**src/rtl/iter_multiplier_if.sv**
```systemverilog
// Operand/result handshake bundle for iter_multiplier.
// The master drives operands and out_ready; the slave (the multiplier) returns status and P.
interface iter_multiplier_if #(
  parameter int unsigned WIDTH = 8
);
  logic               in_valid;
  logic               in_ready;
  logic [WIDTH-1:0]   A;
  logic [WIDTH-1:0]   B;
  logic               signed_mode;
  logic               out_valid;
  logic               out_ready;
  logic [2*WIDTH-1:0] P;
  logic               busy;

  modport master (
    output in_valid, A, B, signed_mode, out_ready,
    input  in_ready, out_valid, P, busy
  );

  modport slave (
    input  in_valid, A, B, signed_mode, out_ready,
    output in_ready, out_valid, P, busy
  );
endinterface

```
**src/rtl/iter_multiplier.sv**
```systemverilog
// Sequential shift-add multiplier, one multiplier bit per clock, unsigned or two's-complement.
// Works on operand magnitudes and applies the result sign once the last iteration completes.
module iter_multiplier #(
  parameter int unsigned WIDTH = 8
) (
  input logic            clk,
  input logic            rst_n,
  iter_multiplier_if.slave bus
);
  localparam int unsigned PW = 2 * WIDTH;
  localparam int unsigned CW = (WIDTH > 1) ? $clog2(WIDTH) : 1;
  localparam logic [CW-1:0] LastCnt = CW'(WIDTH - 1);

  typedef enum logic [1:0] {StIdle, StCalc, StDone} state_e;

  state_e           state_q, state_d;
  logic             sign_q, sign_d;
  logic [WIDTH-1:0] mcand_q, mcand_d;
  logic [WIDTH-1:0] mplier_q, mplier_d;
  logic [PW-1:0]    acc_q, acc_d;
  logic [CW-1:0]    cnt_q, cnt_d;
  logic [PW-1:0]    p_q, p_d;

  logic [WIDTH-1:0] mag_a, mag_b;
  logic [PW-1:0]    addend, acc_sum;

  // Negating the most negative value wraps to 2^(WIDTH-1), which is the right unsigned magnitude.
  assign mag_a = (bus.signed_mode && bus.A[WIDTH-1]) ? -bus.A : bus.A;
  assign mag_b = (bus.signed_mode && bus.B[WIDTH-1]) ? -bus.B : bus.B;

  assign addend  = mplier_q[0] ? ({{WIDTH{1'b0}}, mcand_q} << cnt_q) : '0;
  assign acc_sum = acc_q + addend;

  always_comb begin
    state_d  = state_q;
    sign_d   = sign_q;
    mcand_d  = mcand_q;
    mplier_d = mplier_q;
    acc_d    = acc_q;
    cnt_d    = cnt_q;
    p_d      = p_q;
    unique case (state_q)
      StIdle: begin
        if (bus.in_valid) begin
          sign_d   = bus.signed_mode & (bus.A[WIDTH-1] ^ bus.B[WIDTH-1]);
          mcand_d  = mag_a;
          mplier_d = mag_b;
          acc_d    = '0;
          cnt_d    = '0;
          state_d  = StCalc;
        end
      end
      StCalc: begin
        acc_d    = acc_sum;
        mplier_d = mplier_q >> 1;
        cnt_d    = cnt_q + 1'b1;
        if (cnt_q == LastCnt) begin
          // A zero magnitude negates to zero, so no -0 special case is needed.
          p_d     = sign_q ? -acc_sum : acc_sum;
          state_d = StDone;
        end
      end
      StDone: begin
        if (bus.out_ready) state_d = StIdle;
      end
      default: state_d = StIdle;
    endcase
  end

  always_ff @(posedge clk or negedge rst_n) begin
    if (!rst_n) begin
      state_q  <= StIdle;
      sign_q   <= 1'b0;
      mcand_q  <= '0;
      mplier_q <= '0;
      acc_q    <= '0;
      cnt_q    <= '0;
      p_q      <= '0;
    end else begin
      state_q  <= state_d;
      sign_q   <= sign_d;
      mcand_q  <= mcand_d;
      mplier_q <= mplier_d;
      acc_q    <= acc_d;
      cnt_q    <= cnt_d;
      p_q      <= p_d;
    end
  end

  assign bus.in_ready  = (state_q == StIdle);
  assign bus.out_valid = (state_q == StDone);
  assign bus.busy      = (state_q != StIdle);
  assign bus.P         = p_q;
endmodule
```
**src/flat_wrapper.sv**
```systemverilog
// flat-port wrapper written by rule: the top's interface ports become plain ports
module iter_multiplier_flat 
#(
  parameter int unsigned WIDTH = 8
)
  (clk, rst_n, bus_in_valid, bus_A, bus_B, bus_signed_mode, bus_out_ready, bus_in_ready, bus_out_valid, bus_P, bus_busy);
  iter_multiplier_if #(.WIDTH(WIDTH)) bus_i ();
  input logic clk;
  input logic rst_n;
  input wire logic [$bits(bus_i.in_valid)-1:0] bus_in_valid;
  input wire logic [$bits(bus_i.A)-1:0] bus_A;
  input wire logic [$bits(bus_i.B)-1:0] bus_B;
  input wire logic [$bits(bus_i.signed_mode)-1:0] bus_signed_mode;
  input wire logic [$bits(bus_i.out_ready)-1:0] bus_out_ready;
  output wire logic [$bits(bus_i.in_ready)-1:0] bus_in_ready;
  output wire logic [$bits(bus_i.out_valid)-1:0] bus_out_valid;
  output wire logic [$bits(bus_i.P)-1:0] bus_P;
  output wire logic [$bits(bus_i.busy)-1:0] bus_busy;
  assign bus_i.in_valid = bus_in_valid;
  assign bus_i.A = bus_A;
  assign bus_i.B = bus_B;
  assign bus_i.signed_mode = bus_signed_mode;
  assign bus_i.out_ready = bus_out_ready;
  assign bus_in_ready = bus_i.in_ready;
  assign bus_out_valid = bus_i.out_valid;
  assign bus_P = bus_i.P;
  assign bus_busy = bus_i.busy;
  iter_multiplier #(.WIDTH(WIDTH)) u_core (.clk(clk), .rst_n(rst_n), .bus(bus_i));
endmodule
```
**config.mk**
```make
export PLATFORM = sky130hd
export DESIGN_NAME = iter_multiplier_flat
export DESIGN_NICKNAME = d
export VERILOG_FILES = /design/src/rtl/iter_multiplier_if.sv /design/src/rtl/iter_multiplier.sv /design/src/flat_wrapper.sv
export SDC_FILE = /design/constraint.sdc
export NUM_CORES = 1
export LEC_CHECK = 0
export ABC_AREA = 1
export CORE_AREA = 8 8 101 84
export CTS_CLUSTER_SIZE = 12
export DETAILED_ROUTE_END_ITERATION = 8
export DIE_AREA = 0 0 109 92
export GPL_ROUTABILITY_DRIVEN = 1
export PLACE_DENSITY = 0.84
export SKIP_LAST_GASP = 1
export SYNTH_ARGS = -nofsm -noshare
export SYNTH_HDL_FRONTEND = slang
export SYNTH_SLANG_ARGS = --single-unit
export TNS_END_PERCENT = 100
```
**constraint.sdc**
```tcl
create_clock -name clk -period 7 [get_ports clk]
set_input_delay 1.4 -clock clk [delete_from_list [all_inputs] [get_ports clk]]
set_output_delay 1.4 -clock clk [all_outputs]
set_load 0.005 [all_outputs]
```
==> impl_metrics.env <==
export IMPL_status="completed"
export IMPL_reg2regPathDepth=23
export IMPL_crit_slowest_cell="dfrtp_1"
export IMPL_routed_via_density=5.506
export IMPL_critPathKind="reg2reg"
export IMPL_ys_flop_type="dfrtp_1"
export IMPL_num_io_pins=40
export IMPL_antenna_found_initial=0
export IMPL_netlist_instances=586
export IMPL_grt_pass1_wl_mm=17.35
export IMPL_nNetsFinal=662
export IMPL_whs_path_depth=2
export IMPL_drive_above_1_share_pct=10.47
export IMPL_setup_ws_ns=3.790
export IMPL_dp_hpwl_mm=7.945
export IMPL_end_kind="register"
export IMPL_drc=0
export IMPL_synth_cell_types=40
export IMPL_dp_slack_ns=3.678
export IMPL_worst_skew_pair_late_latency_ns=0.32
export IMPL_vias=3898
export IMPL_htree_levels=2
export IMPL_ir_worst_vdd_uv=227.0
export IMPL_path_delay_family="simple AND/OR/NAND/NOR gates"
export IMPL_postRouteAntennaNets=0
export IMPL_std_cell_rows=27
export IMPL_area_growth_pct=13.68
export IMPL_hold_viol_final=0
export IMPL_routed_wl_mm=10.14
export IMPL_grt_pass1_vias=3704
export IMPL_drt_first_pass_iters=7
export IMPL_finalSetupViolCount=0
export IMPL_clkSinkCount=54
export IMPL_cp_max_fo=16
export IMPL_slew_limit_headroom_pct=46.87
export IMPL_synth_area_per_cell_um2=7.010
export IMPL_port_buffers=39
export IMPL_syn_num_nets=628
export IMPL_path_common_cell="nand2_1"
export IMPL_final_common_cell="nand2_1"
export IMPL_cts_path_max_buffers=2
export IMPL_fin_crit_sh_pct=45.86
export IMPL_p_leak_uw=0.002357
export IMPL_cts_buffers=5
export IMPL_cp_num_cells=23
export IMPL_finClkSkew_ns=0.01175
export IMPL_synthArstFlopShare_pct=100.0
export IMPL_period_minus_slack_ns=3.210
export IMPL_multi_input_area_um2=2399
export IMPL_root_buffer="clkbuf_8"
export IMPL_synth_edf_count=0
export IMPL_ff_latch_area_um2=1351
export IMPL_setup_tns_ns=0
export IMPL_cts_tree="done"
export IMPL_drv_slew=0
export IMPL_synth_seq_area_share_pct=32.90
export IMPL_max_slew_worst_pin_slew_ns=0.7940
export IMPL_post_drt_wl_per_cell_um=14.32
export IMPL_grt_overflow_total=0
export IMPL_drt_initial_drc_count=285
export IMPL_fillers=552
export IMPL_gp_congestion=0.9548
export IMPL_cts_resized=0
export IMPL_final_cell_mix="176 x nand2_1, 70 x inv_1, 56 x o21ai_0"
export IMPL_path_buf_inv=4
export IMPL_post_cts_setup_buffers=0
export IMPL_synth_area_um2=4108
export IMPL_hold_class="reg2reg"
export IMPL_slowest_delay_ns=0.60
export IMPL_ys_ff_latch=54
export IMPL_powerDensity_nw_per_um2=486.9
export IMPL_die_w_um=109
export IMPL_grt_max_degree=55
export IMPL_postCtsHoldBufs=0
export IMPL_start_util_pct=60.49
export IMPL_max_cap_violations=0
export IMPL_diodes=0
export IMPL_rsz0062_at_grt="no"
export IMPL_max_freq_mhz=311.5
export IMPL_crit_required_ns=7.22
export IMPL_die_area_um2=10030
export IMPL_core_area_um2=6790
export IMPL_cp_arrival_ns=3.44
export IMPL_fp_dieH_um=92
export IMPL_path_clk_slew_ns=0.11
export IMPL_grt_util_all_layers_pct=21.31
export IMPL_start_kind="register"
export IMPL_cp_cell_sequence="inv_1 -> o21ai_0 -> inv_1 -> nand2_1 -> o21ai_0 -> o22ai_1 -> ha_1 -> nand2_1 -> inv_1 -> nand2_1 -> nand2_1 -> inv_2 -> nand2_2 -> nand2_1 -> nand3_1 -> nand2_1 -> nand2_1 -> nor2_2 -> nand2_1 -> nand2_1 -> nand2_1 -> nand3_1 -> nand2_1"
export IMPL_ys_warn_count=0
==> state kept, by name (all words and copies together) (netlist names) <==
name,cells
u_core.bus.P,16
u_core.sign_q,1
u_core.mplier_q,8
u_core.state_q,2
u_core.mcand_q,8
u_core.cnt_q,3
u_core.acc_q,16
==> power breakdown <==
group | switching, uW | total [uW] | leakage (uW) | internal (uW)
registers | 109 | 558 | 0.000689 | 448
clock network | 118 | 227 | 0.0000563 | 109
logic | 957 | 1490 | 0.00161 | 532
==> worst reg2reg max path, cell delays in order, from the launching register on <==
cell and delay [ns]:
dfrtp_1 0.60, inv_1 0.13, o21ai_0 0.18, inv_1 0.07, nand2_1 0.05, o21ai_0 0.12
o22ai_1 0.24, ha_1 0.35, nand2_1 0.18, inv_1 0.05, nand2_1 0.06, nand2_1 0.07
inv_2 0.07, nand2_2 0.05, nand2_1 0.07, nand3_1 0.06, nand2_1 0.20, nand2_1 0.10
nor2_2 0.13, nand2_1 0.09, nand2_1 0.06, nand2_1 0.06, nand3_1 0.07, nand2_1 0.06
==> synthesized netlist by cell type (2+ instances only) <==
master	n	area (um^2)
buf_2	4	20.02
nor2_2	7	43.79
xor2_1	12	105.1
nor2_1	42	157.7
nor2_4	4	45.04
nand2_2	20	125.1
clkbuf_1	9	33.78
inv_2	7	26.28
nand3_2	5	50.05
o22ai_1	10	62.56
nor3_1	3	15.01
dfrtp_1	54	1351
nand4_1	4	25.02
o21ai_1	2	10.01
nand2_4	5	56.30
o31ai_1	3	22.52
ha_1	20	250.2
o21ai_0	56	280.3
a22oi_1	6	45.04
a31oi_1	3	18.77
and2_1	3	18.77
xnor2_1	6	52.55
inv_1	70	262.8
a21oi_1	9	45.04
nand3_1	31	155.2
nand2_1	176	660.6
nand3_4	2	35.03
==> layer usage <==
metal | track usage, % | up-vias | wire (um)
li1 | - | 1940 | -
met1 | 29.09 | 1804 | 4731
met2 | 33.45 | 134 | 4599
met3 | 3.427 | 20 | 590
met4 | 7.053 | 0 | 221
met5 | 0 | - | 0
==> through the flow <==
stage | utilization, % | cells | hold slack (ns) | instance area (um^2) | power, uW
floorplan | - | 586 | 0.4530 | 4108 | 1628
global placement | 67.04 | 700 | 0.4627 | 4552 | 1998
detailed placement | 67.04 | 700 | 0.4676 | 4552 | 2027
CTS | 68.77 | 708 | 0.4955 | 4669 | 2263
global route | 68.77 | 708 | 0.5169 | 4669 | 2478
finish | 68.77 | 708 | 0.4938 | 4669 | 2274
==> cells by family after synthesis <==
group	Yosys count	synth area share (%)
simple gates	305	34.33
compound gates	94	13.01
buf+inv	92	8.711
flops	54	32.90
fa+ha+maj	21	6.579
xor+xnor	19	4.234
mux	1	0.2437
==> worst paths after layout <==
path | startpoint | to | slack (ns)
worst max-delay path | u_core.cnt_q[0] | u_core.bus.P[13] | 3.79
min in group asynchronous | rst_n | u_core.acc_q[6] | 1.18
worst max register to register | u_core.cnt_q[0] | u_core.bus.P[13] | 3.79
worst min register to register | u_core.bus.P[11] | u_core.bus.P[11] | 0.49
max in group asynchronous | rst_n | u_core.cnt_q[1] | 5.35
worst min-delay path | u_core.bus.P[11] | u_core.bus.P[11] | 0.49
==> layout make-up <==
type	instances	share of cell area (%)
sequential	54	28.94
clock inverter	3	1.045
inverter	78	6.270
clock buffer	5	1.474
multi-input combinational	440	51.37
tap	87	2.331
timing repair buffer	41	8.574
No activity file was read; power rests on OpenSTA's default activity.
